[config.mk]
export PLATFORM = sky130hd
export DESIGN_NAME = h12_to_h24_setter
export DESIGN_NICKNAME = d
export VERILOG_FILES = /design/src/rtl/h12_to_h24_setter_pkg.sv /design/src/rtl/h12_to_h24_setter_conv.sv /design/src/rtl/h12_to_h24_setter.sv
export SDC_FILE = /design/constraint.sdc
export NUM_CORES = 1
export LEC_CHECK = 0
export ABC_AREA = 1
export CAP_MARGIN = 10
export CORE_MARGIN = 10
export CORE_UTILIZATION = 50
export DETAILED_ROUTE_END_ITERATION = 16
export PLACE_DENSITY = 0.8
export SETUP_SLACK_MARGIN = 0.15
export SLEW_MARGIN = 20
export SYNTH_ARGS = -nofsm -noshare
export SYNTH_HDL_FRONTEND = slang
export SYNTH_SLANG_ARGS = --single-unit
[constraint.sdc]
create_clock -name clk -period 2.18 [get_ports clk]
set_clock_uncertainty 0.15 [all_clocks]
set_input_delay 0.545 -clock clk [delete_from_list [all_inputs] [get_ports clk]]
set_output_delay 0.545 -clock clk [all_outputs]
set_load 0.01 [all_outputs]
[src/rtl/h12_to_h24_setter_pkg.sv]
// Shared types and constants for the 12h/24h hour-setter block.
// The 24h-to-12h helper is used to seed the edit display.
package h12_to_h24_setter_pkg;

    typedef enum logic {
        ST_RUN  = 1'b0,
        ST_EDIT = 1'b1
    } state_e;

    localparam logic [4:0] HOURS_PER_DAY = 5'd24;
    localparam logic [4:0] NOON          = 5'd12;
    localparam logic [4:0] LAST_HOUR     = HOURS_PER_DAY - 5'd1;
    localparam logic [3:0] NOON_H12      = 4'd12;

    localparam logic FLAG_AM = 1'b0;
    localparam logic FLAG_PM = 1'b1;

    typedef struct packed {
        logic [3:0] hour12;
        logic       nam_pm;
    } h12_t;

    function automatic h12_t h24_to_h12(input logic [4:0] h24);
        h12_t r;
        if (h24 == 5'd0) begin
            r.hour12 = NOON_H12;
            r.nam_pm = FLAG_AM;
        end else if (h24 < NOON) begin
            r.hour12 = h24[3:0];
            r.nam_pm = FLAG_AM;
        end else if (h24 == NOON) begin
            r.hour12 = NOON_H12;
            r.nam_pm = FLAG_PM;
        end else begin
            r.hour12 = 4'(h24 - NOON);
            r.nam_pm = FLAG_PM;
        end
        return r;
    endfunction

endpackage

[src/rtl/h12_to_h24_setter_conv.sv]
// Combinational 12h (hour + AM/PM flag) to 24h converter with range flag.
module h12_to_h24_conv
    import h12_to_h24_setter_pkg::*;
(
    input  logic [3:0] hour12,
    input  logic       nAM_PM,
    output logic [4:0] hour24,
    output logic       in_range
);

    always_comb begin
        in_range = (hour12 != 4'd0) && (hour12 <= NOON_H12);
        hour24   = {1'b0, hour12};
        // 12 is the special case: midnight maps to 0, noon stays 12
        if (hour12 == NOON_H12) begin
            hour24 = (nAM_PM == FLAG_PM) ? NOON : 5'd0;
        end else if (nAM_PM == FLAG_PM) begin
            hour24 = {1'b0, hour12} + NOON;
        end
    end

endmodule

[src/rtl/h12_to_h24_setter.sv]
// Running 24h hour register with a 12h-format edit session and a direct
// load handshake; edits and loads are converted to 24h when applied.
module h12_to_h24_setter
    import h12_to_h24_setter_pkg::*;
#(
    parameter int RESET_HOUR  = 0,
    parameter int TIMEOUT_CYC = 0,
    parameter int TIMEOUT_W   = 32
) (
    input  logic       clk,
    input  logic       rst,
    input  logic       tick_hour,
    input  logic       set_req,
    input  logic       btn_inc,
    input  logic       btn_ampm,
    input  logic       set_commit,
    input  logic       set_cancel,
    input  logic       load_valid,
    input  logic [3:0] load_hour12,
    input  logic       load_nAM_PM,
    output logic       load_ready,
    output logic       load_err,
    output logic [4:0] hour24,
    output logic       day_carry,
    output logic       editing,
    output logic [3:0] edit_hour12,
    output logic       edit_nAM_PM
);

    localparam logic [4:0]           RST_H24 = 5'(RESET_HOUR);
    localparam logic                 TO_EN   = (TIMEOUT_CYC > 0);
    localparam logic [TIMEOUT_W-1:0] TO_LAST = TIMEOUT_W'(TIMEOUT_CYC - 1);

    state_e               state;
    state_e               state_nxt;
    logic [TIMEOUT_W-1:0] tmo_cnt;

    logic [4:0] ld_h24;
    logic       ld_in_range;
    logic [4:0] cm_h24;
    logic       cm_in_range;

    logic in_run;
    logic load_acc;
    logic load_ok;
    logic btn_any;
    logic tmo_hit;
    logic cancel_now;
    logic commit_now;
    h12_t seed;

    h12_to_h24_conv u_conv_load (
        .hour12   (load_hour12),
        .nAM_PM   (load_nAM_PM),
        .hour24   (ld_h24),
        .in_range (ld_in_range)
    );

    h12_to_h24_conv u_conv_commit (
        .hour12   (edit_hour12),
        .nAM_PM   (edit_nAM_PM),
        .hour24   (cm_h24),
        .in_range (cm_in_range)
    );

    assign in_run     = (state == ST_RUN);
    assign load_ready = in_run;
    assign editing    = (state == ST_EDIT);
    assign load_acc   = in_run && load_valid;
    assign load_ok    = load_acc && ld_in_range;
    assign btn_any    = btn_inc || btn_ampm;
    // A button press in the expiry cycle counts as activity and keeps the session
    assign tmo_hit    = TO_EN && !in_run && !btn_any && (tmo_cnt == TO_LAST);
    assign cancel_now = set_cancel || tmo_hit;
    assign commit_now = set_commit && cm_in_range && !cancel_now;
    // Seed from the hour as it stands before any same-cycle tick, or from an accepted load
    assign seed       = h24_to_h12(load_ok ? ld_h24 : hour24);

    always_ff @(posedge clk or posedge rst) begin
        if (rst) begin
            state <= ST_RUN;
        end else begin
            state <= state_nxt;
        end
    end

    always_comb begin
        state_nxt = state;
        case (state)
            ST_RUN: begin
                if (set_req) begin
                    state_nxt = ST_EDIT;
                end
            end
            ST_EDIT: begin
                if (cancel_now || set_commit) begin
                    state_nxt = ST_RUN;
                end
            end
            default: state_nxt = ST_RUN;
        endcase
    end

    always_ff @(posedge clk or posedge rst) begin
        if (rst) begin
            hour24      <= RST_H24;
            day_carry   <= 1'b0;
            load_err    <= 1'b0;
            edit_hour12 <= NOON_H12;
            edit_nAM_PM <= FLAG_AM;
            tmo_cnt     <= '0;
        end else begin
            day_carry <= 1'b0;
            load_err  <= 1'b0;
            if (in_run) begin
                tmo_cnt <= '0;
                // An accepted load, valid or not, swallows a same-cycle tick
                if (load_acc) begin
                    if (ld_in_range) begin
                        hour24 <= ld_h24;
                    end else begin
                        load_err <= 1'b1;
                    end
                end else if (tick_hour) begin
                    if (hour24 == LAST_HOUR) begin
                        hour24    <= 5'd0;
                        day_carry <= 1'b1;
                    end else begin
                        hour24 <= hour24 + 5'd1;
                    end
                end
                if (set_req) begin
                    edit_hour12 <= seed.hour12;
                    edit_nAM_PM <= seed.nam_pm;
                end
            end else begin
                if (commit_now) begin
                    hour24 <= cm_h24;
                end else if (tick_hour) begin
                    if (hour24 == LAST_HOUR) begin
                        hour24    <= 5'd0;
                        day_carry <= 1'b1;
                    end else begin
                        hour24 <= hour24 + 5'd1;
                    end
                end
                if (btn_inc) begin
                    edit_hour12 <= (edit_hour12 == NOON_H12) ? 4'd1 : edit_hour12 + 4'd1;
                end
                if (btn_ampm) begin
                    edit_nAM_PM <= ~edit_nAM_PM;
                end
                if (btn_any) begin
                    tmo_cnt <= '0;
                end else if (tmo_cnt != TO_LAST) begin
                    tmo_cnt <= tmo_cnt + 1'b1;
                end
            end
        end
    end

endmodule

# == Word-level counts from Yosys, hierarchy flattened ==
# Index checks and enable logic that the tools add are counted.
# W data, S select, Z words.
# word_totals
ff_bits,13
inputBits,14
out_inout_bits,14
word_cells,71
# classes
addsub,5
n_lt_le_gt_ge,3
eq_ne,7
mux,34
bitwise_logic,2
n_reduce_logical,14
# ops
op,n
$mux W5,14
$mux W4,6
$mux W1,13
$add A4 B4 Y5 const B,2
$eq A4 B4 Y1 const B,2
$le A4 B4 Y1 const B,2
$reduce_bool A4 Y1,2
$logic_and A1 B1 Y1,6
$add A5 B1 Y5 const B,1
$eq A5 B4 Y1 const B,1
$eq A5 B5 Y1 const B,1
$logic_not A5 Y1,1
$lt A5 B4 Y1 const B,1
$add A4 B1 Y4 const B,1
$ne A2 B2 Y1 const B,2
$reduce_and A2 Y1,2
$sub A4 B4 Y4 const B,1
$ne A3 B1 Y1 const B,1
$not A1 Y1,2
$pmux W1 S2,1
$reduce_bool A2 Y1,1
$logic_not A1 Y1,1
$logic_or A1 B1 Y1,1

# == Logic depth before layout (Yosys ltp) ==
# Gate-level depths: netlist of run 1.
# logic_depth
depth_word,10
depth_mapped,17
ltp_nobuf,17

# == Hierarchy ==
# Synthesis of run 1 repeated with hierarchy kept, for this count alone.
# hier_totals
hier_cells,216
hier_area_um2,1368.8
# by_module_without_submodules
module,n_inst,cells_each,area_each_um2,seq_area_each_um2
h12_to_h24_setter,1,162,1083.5,327.8
h12_to_h24_conv,2,27,142.6,0.0

# == Worst setup path before layout of run 1 ==
# Ideal clock, no wire load.
# synth_path
path_type,input to register
startpoint,input port load_hour12[2]
endpoint,register edit_hour12[3]
setup_ns,0.073
t_arrival_ns,1.941
t_required_ns,1.957
slack_ns,0.016
cell_stages,17
path_buffers,0
cell_sequence,inv_1 -> ha_1 -> nand2_1 -> o21ai_0 -> nand2_1 -> nand2_1 -> o21a_2 -> inv_1 -> ha_1 -> inv_1 -> nor2_1 -> nand2_1 -> nand2_1 -> nand2_1 -> nand2_1 -> nand2_1 -> a21oi_1
# synth_between
elab_chain_len,10
# synth_rtl
element,line,rtl
from (decl),h12_to_h24_setter.sv:19,"input logic [3:0] load_hour12,"
"$add A4 B4 Y5, or another cell as far along",h12_to_h24_setter_conv.sv:18,"hour24 = {1'b0, hour12} + NOON;"
$mux W5 / $logic_and A1 B1 Y1 (equally long branches),"h12_to_h24_setter_conv.sv:17, h12_to_h24_setter_conv.sv:12",
$mux W5 / $logic_and A1 B1 Y1 (equally long branches),"h12_to_h24_setter_conv.sv:15, h12_to_h24_setter.sv:70",
$mux W5 *,h12_to_h24_setter.sv:77,assign seed = h24_to_h12(load_ok ? ld_h24 : hour24);
$sub A4 B4 Y4 / $eq A5 B4 Y1 (equally long branches),"h12_to_h24_setter_pkg.sv:35, h12_to_h24_setter_pkg.sv:31",
$mux W5,h12_to_h24_setter_pkg.sv:31,end else if (h24 == NOON) begin
$mux W5,h12_to_h24_setter_pkg.sv:28,end else if (h24 < NOON) begin
$mux W5 *,h12_to_h24_setter_pkg.sv:25,if (h24 == 5'd0) begin
$mux W4 *,h12_to_h24_setter.sv:132,if (set_req) begin
$mux W4 *,h12_to_h24_setter.sv:115,if (in_run) begin
to (signal assigned),h12_to_h24_setter.sv:133,edit_hour12 <= seed.hour12;
to (signal assigned),h12_to_h24_setter.sv:148,edit_hour12 <= (edit_hour12 == NOON_H12) ? 4'd1 : edit_hour12 + 4'd1;
to (decl),h12_to_h24_setter.sv:26,"output logic [3:0] edit_hour12,"
# Mark *: on every way between the ends. The rest lies on a longest branch, timed or not. The select of a mux whose other input is x is not followed.
# A chain may end at the register's enable or synchronous reset.

# == Worst setup path after layout of run 1 ==
# layout_path
startpoint,input port load_hour12[3]
endpoint,register edit_hour12[3]
# The elaborated chain is that of the path after synthesis.

==> results of run 1 <==
-- flip-flops by register name, summed over array words and instances, names as in the netlist --
register,cells
hour24,5
day_carry,1
edit_hour12,4
load_err,1
edit_nAM_PM,1
editing,1
-- placed cells by master, fill, tap and decap left out, types with 5 or more instances in the layout --
| cell | n |
|---|---|
| a21oi_2 | 5 |
| nand2_2 | 7 |
| buf_4 | 30 |
| o21ai_0 | 7 |
| dfrtp_2 | 6 |
| nand2_1 | 46 |
| o21ai_1 | 5 |
| dfrtp_1 | 5 |
| nor2_1 | 13 |
| nand3_1 | 10 |
| a21oi_1 | 7 |
| clkdlybuf4s50_1 | 16 |
| inv_1 | 21 |
-- stage by stage --
step	area [sq um]	worst slack (ns)	setup TNS, ns	total power (uW)
2_1_floorplan	1250	0.116	0	1030
3_3_place_gp	1710	-0.563	-3.25	1430
3_5_place_dp	1710	-0.637	-3.74	1460
4_1_cts	1780	0.120	0	1640
5_1_grt	1950	0.00898	0	1970
6_report	1950	0.153	0	1800
-- worst max-delay path by stage --
stage	from	end	slack (ns)	depth (start not counted)
after floorplan	load_hour12[3]	edit_hour12[3]	0.12	17
after global placement	load_hour12[3]	edit_hour12[3]	-0.56	18
after detailed placement	load_hour12[3]	edit_hour12[3]	-0.64	16
after CTS	load_hour12[3]	edit_hour12[3]	0.12	18
after global routing	editing	edit_hour12[3]	0.009	15
final	load_hour12[3]	edit_hour12[3]	0.15	18
-- cell families (layout without fill, tap and decap cells) --
logic type | count (synthesis) | count (layout) | synth area share (%)
fa+ha+maj | 9 | 9 | 9.26
compound gates | 38 | 38 | 20.0
simple gates | 89 | 89 | 31.9
flops | 13 | 13 | 27.0
buf+inv | 28 | 92 | 9.05
xor+xnor | 4 | 4 | 2.88
-- power by group --
| group | total [uW] | switching (uW) | internal [uW] |
|---|---|---|---|
| Sequential | 463 | 117 | 346 |
| Clock | 157 | 85.8 | 71.3 |
| Combinational | 1180 | 624 | 559 |
-- what timing repair did --
| item | 4_1_cts | 5_1_grt |
|---|---|---|
| endpoints found under the setup margin | 15 | 15 |
| pin swaps | 8 | 20 |
| gates resized for setup | 25 | 49 |
| hold buffers | 0 | 0 |
| buffers inserted | 4 | 9 |
-- routing by layer --
layer	global-route usage (%)	wire, microns	vias to the layer above
met2	25.7	1950	48
li1	-	-	726
met1	17.0	1610	652
met4	9.09	118	0
met5	0	0	-
met3	1.85	192	9
-- final cells by class --
cell class,instances,area (sq um)
multi-input combinational,140,910
inverter,28,123
fill,128,302
tap,28,35.0
timing repair buffer,60,524
clock buffer,4,26.3
sequential,13,335
-- tightest hold or removal path, cell delays in order (launching register included) --
cell     delay (ns)
dfstp_2        0.39
nor2_1         0.13
a21oi_2        0.04
==> impl_results.md, run 1 <==
- Status: complete, no violations
- Reg2reg setup slack: 0.16 ns
- Slowest-stage cell, CP: o21a_4
- Yosys warnings: 0
- CP Class: in2reg
- Max Cap Viol: 0
- RSZ-0062 raised after global routing: yes
- H-tree depth: 1
- Root buffer cell: clkbuf_4
- Initial DRC count: 70
- Total CTS buffers: 3
- Worst Max-Slew Pin Slew: 0.515 ns
- Hold Startpoint: edit_hour12[2]
- Cell breakdown of the critical path: buf_8 > inv_4 > ha_4 > nand2_2 > o21ai_2 > nand2_1 > nand2_2 > o21a_4 > inv_4 > ha_4 > inv_2 > nor2_4 > nand2_2 > nand2_1 > nand2_1 > nand2_1 > nand2_1 > a21oi_2
- Critical Path Most Common Cell: nand2_1
- Reg2Reg Capture Point: edit_hour12[3]
- Placed cell count: 256
- First-pass GRT wire length: 6230 microns
- Port Buffer Count: 27
- Synth top area share: 22.6%
- Hold Path Sink: edit_hour12[2]
- FMAX: 0.493 GHz
- Vias in the first global route: 1,401
- Pleak: 0.000969 uW
- Power Density: 923 mW/mm^2
- Global route total overflow: 0
- Initial antenna violation count: 0
- Fin cells: 273
- Worst R2R Path Depth: 15
- Worst hold stages: 2
- CP max stage delay: 0.25 ns
- Largest net degree at the start of global routing: 14
- Area contributors post-synth: dfrtp_1, nand2_1, ha_1, inv_1, o21ai_0
- Fin crit period: 2.03 ns
- Via-to-Cell Ratio: 5.26
- Clock latency on the worst-skew pair: 0.29 ns
- Crit Reg-Reg Startpoint: editing
- FFs w/ async S/R, synth: 100%
- Leading area contributor after synthesis: dfrtp_1
- Post-DP HPWL: 2800 microns
- Total Routing Usage GR: 14.9%
- Maximum buffer depth of the clock tree: 2
- DRT Pass-1 Iters: 4
- Gpl congestion: 0.903
- Area growth, synth to finish: 60.6%
- Core area: 0.00225 sq mm
- Part of the cycle the worst path needs: 93.0%
- Std cell rows: 17
- Gate Count Post-Synth: 181
- Setup crit end kind: flip-flop
- Top_reg_cell synth: dfrtp_1
- Worst EP required: 2.26 ns
- WL per Instance: 14.2 microns
- Worst VDD drop: 798 uV
- Final core occ: 86.6%
- Yosys reg bits: 13
- Post-synth net total: 204
- Slew headroom: 65.7%
- Bufs and invs on worst path: 4
- Max Slew Vio Count: 0
- Clock Sinks: 13
- Final ANT Viol Nets: 0
- Synth top cells by count: nand2_1, inv_1, nor2_1
- Layout cells sized above 1: 35.5%
- Antenna cells: 0
- Chip height: 69.3 microns
- Most common cell in the netlist: nand2_1
- Ports: 28
- Sequential area share after synthesis: 27.0%
- Synthesized area per cell: 6.72 sq um
- Chip Width: 69.3 microns
- Endpoints failing setup: 0
- Worst-path maximum fanout: 4
- Top delay family on crit path: simple AND/OR/NAND/NOR gates
- Startpoint Class: input port
- Die area: 0.00481 sq mm
- Clock-pin slew on the worst setup and hold paths: 0.08 ns
- Final net count: 269
- CTS tree: yes
- Post-Route WL: 3870 microns
- Syn Std Cell Area: 0.00122 sq mm
- Synth cell types: 31
- Vias: 1,435
- Initial core utilization: 53.9%
- Hold_ws: 0.410 ns
- Final Hold Vio Count: 0
- Post-synth EDFFs: 0
- Crit path DAT: 2.11 ns
- # DRC: 0
- Hold Path Class: reg2reg
(Power assumes the default switching activity.)
==> run 2, diff against run 1 <==
--- a/config.mk
+++ b/config.mk
@@ -9,6 +9,7 @@
 export CAP_MARGIN = 10
 export CORE_MARGIN = 10
 export CORE_UTILIZATION = 50
+export CTS_CLUSTER_DIAMETER = 30
 export DETAILED_ROUTE_END_ITERATION = 16
 export PLACE_DENSITY = 0.8
 export SETUP_SLACK_MARGIN = 0.15
==> results of run 2 <==
Same layout as run 1: the final DEF is identical, and so are final timing and power.
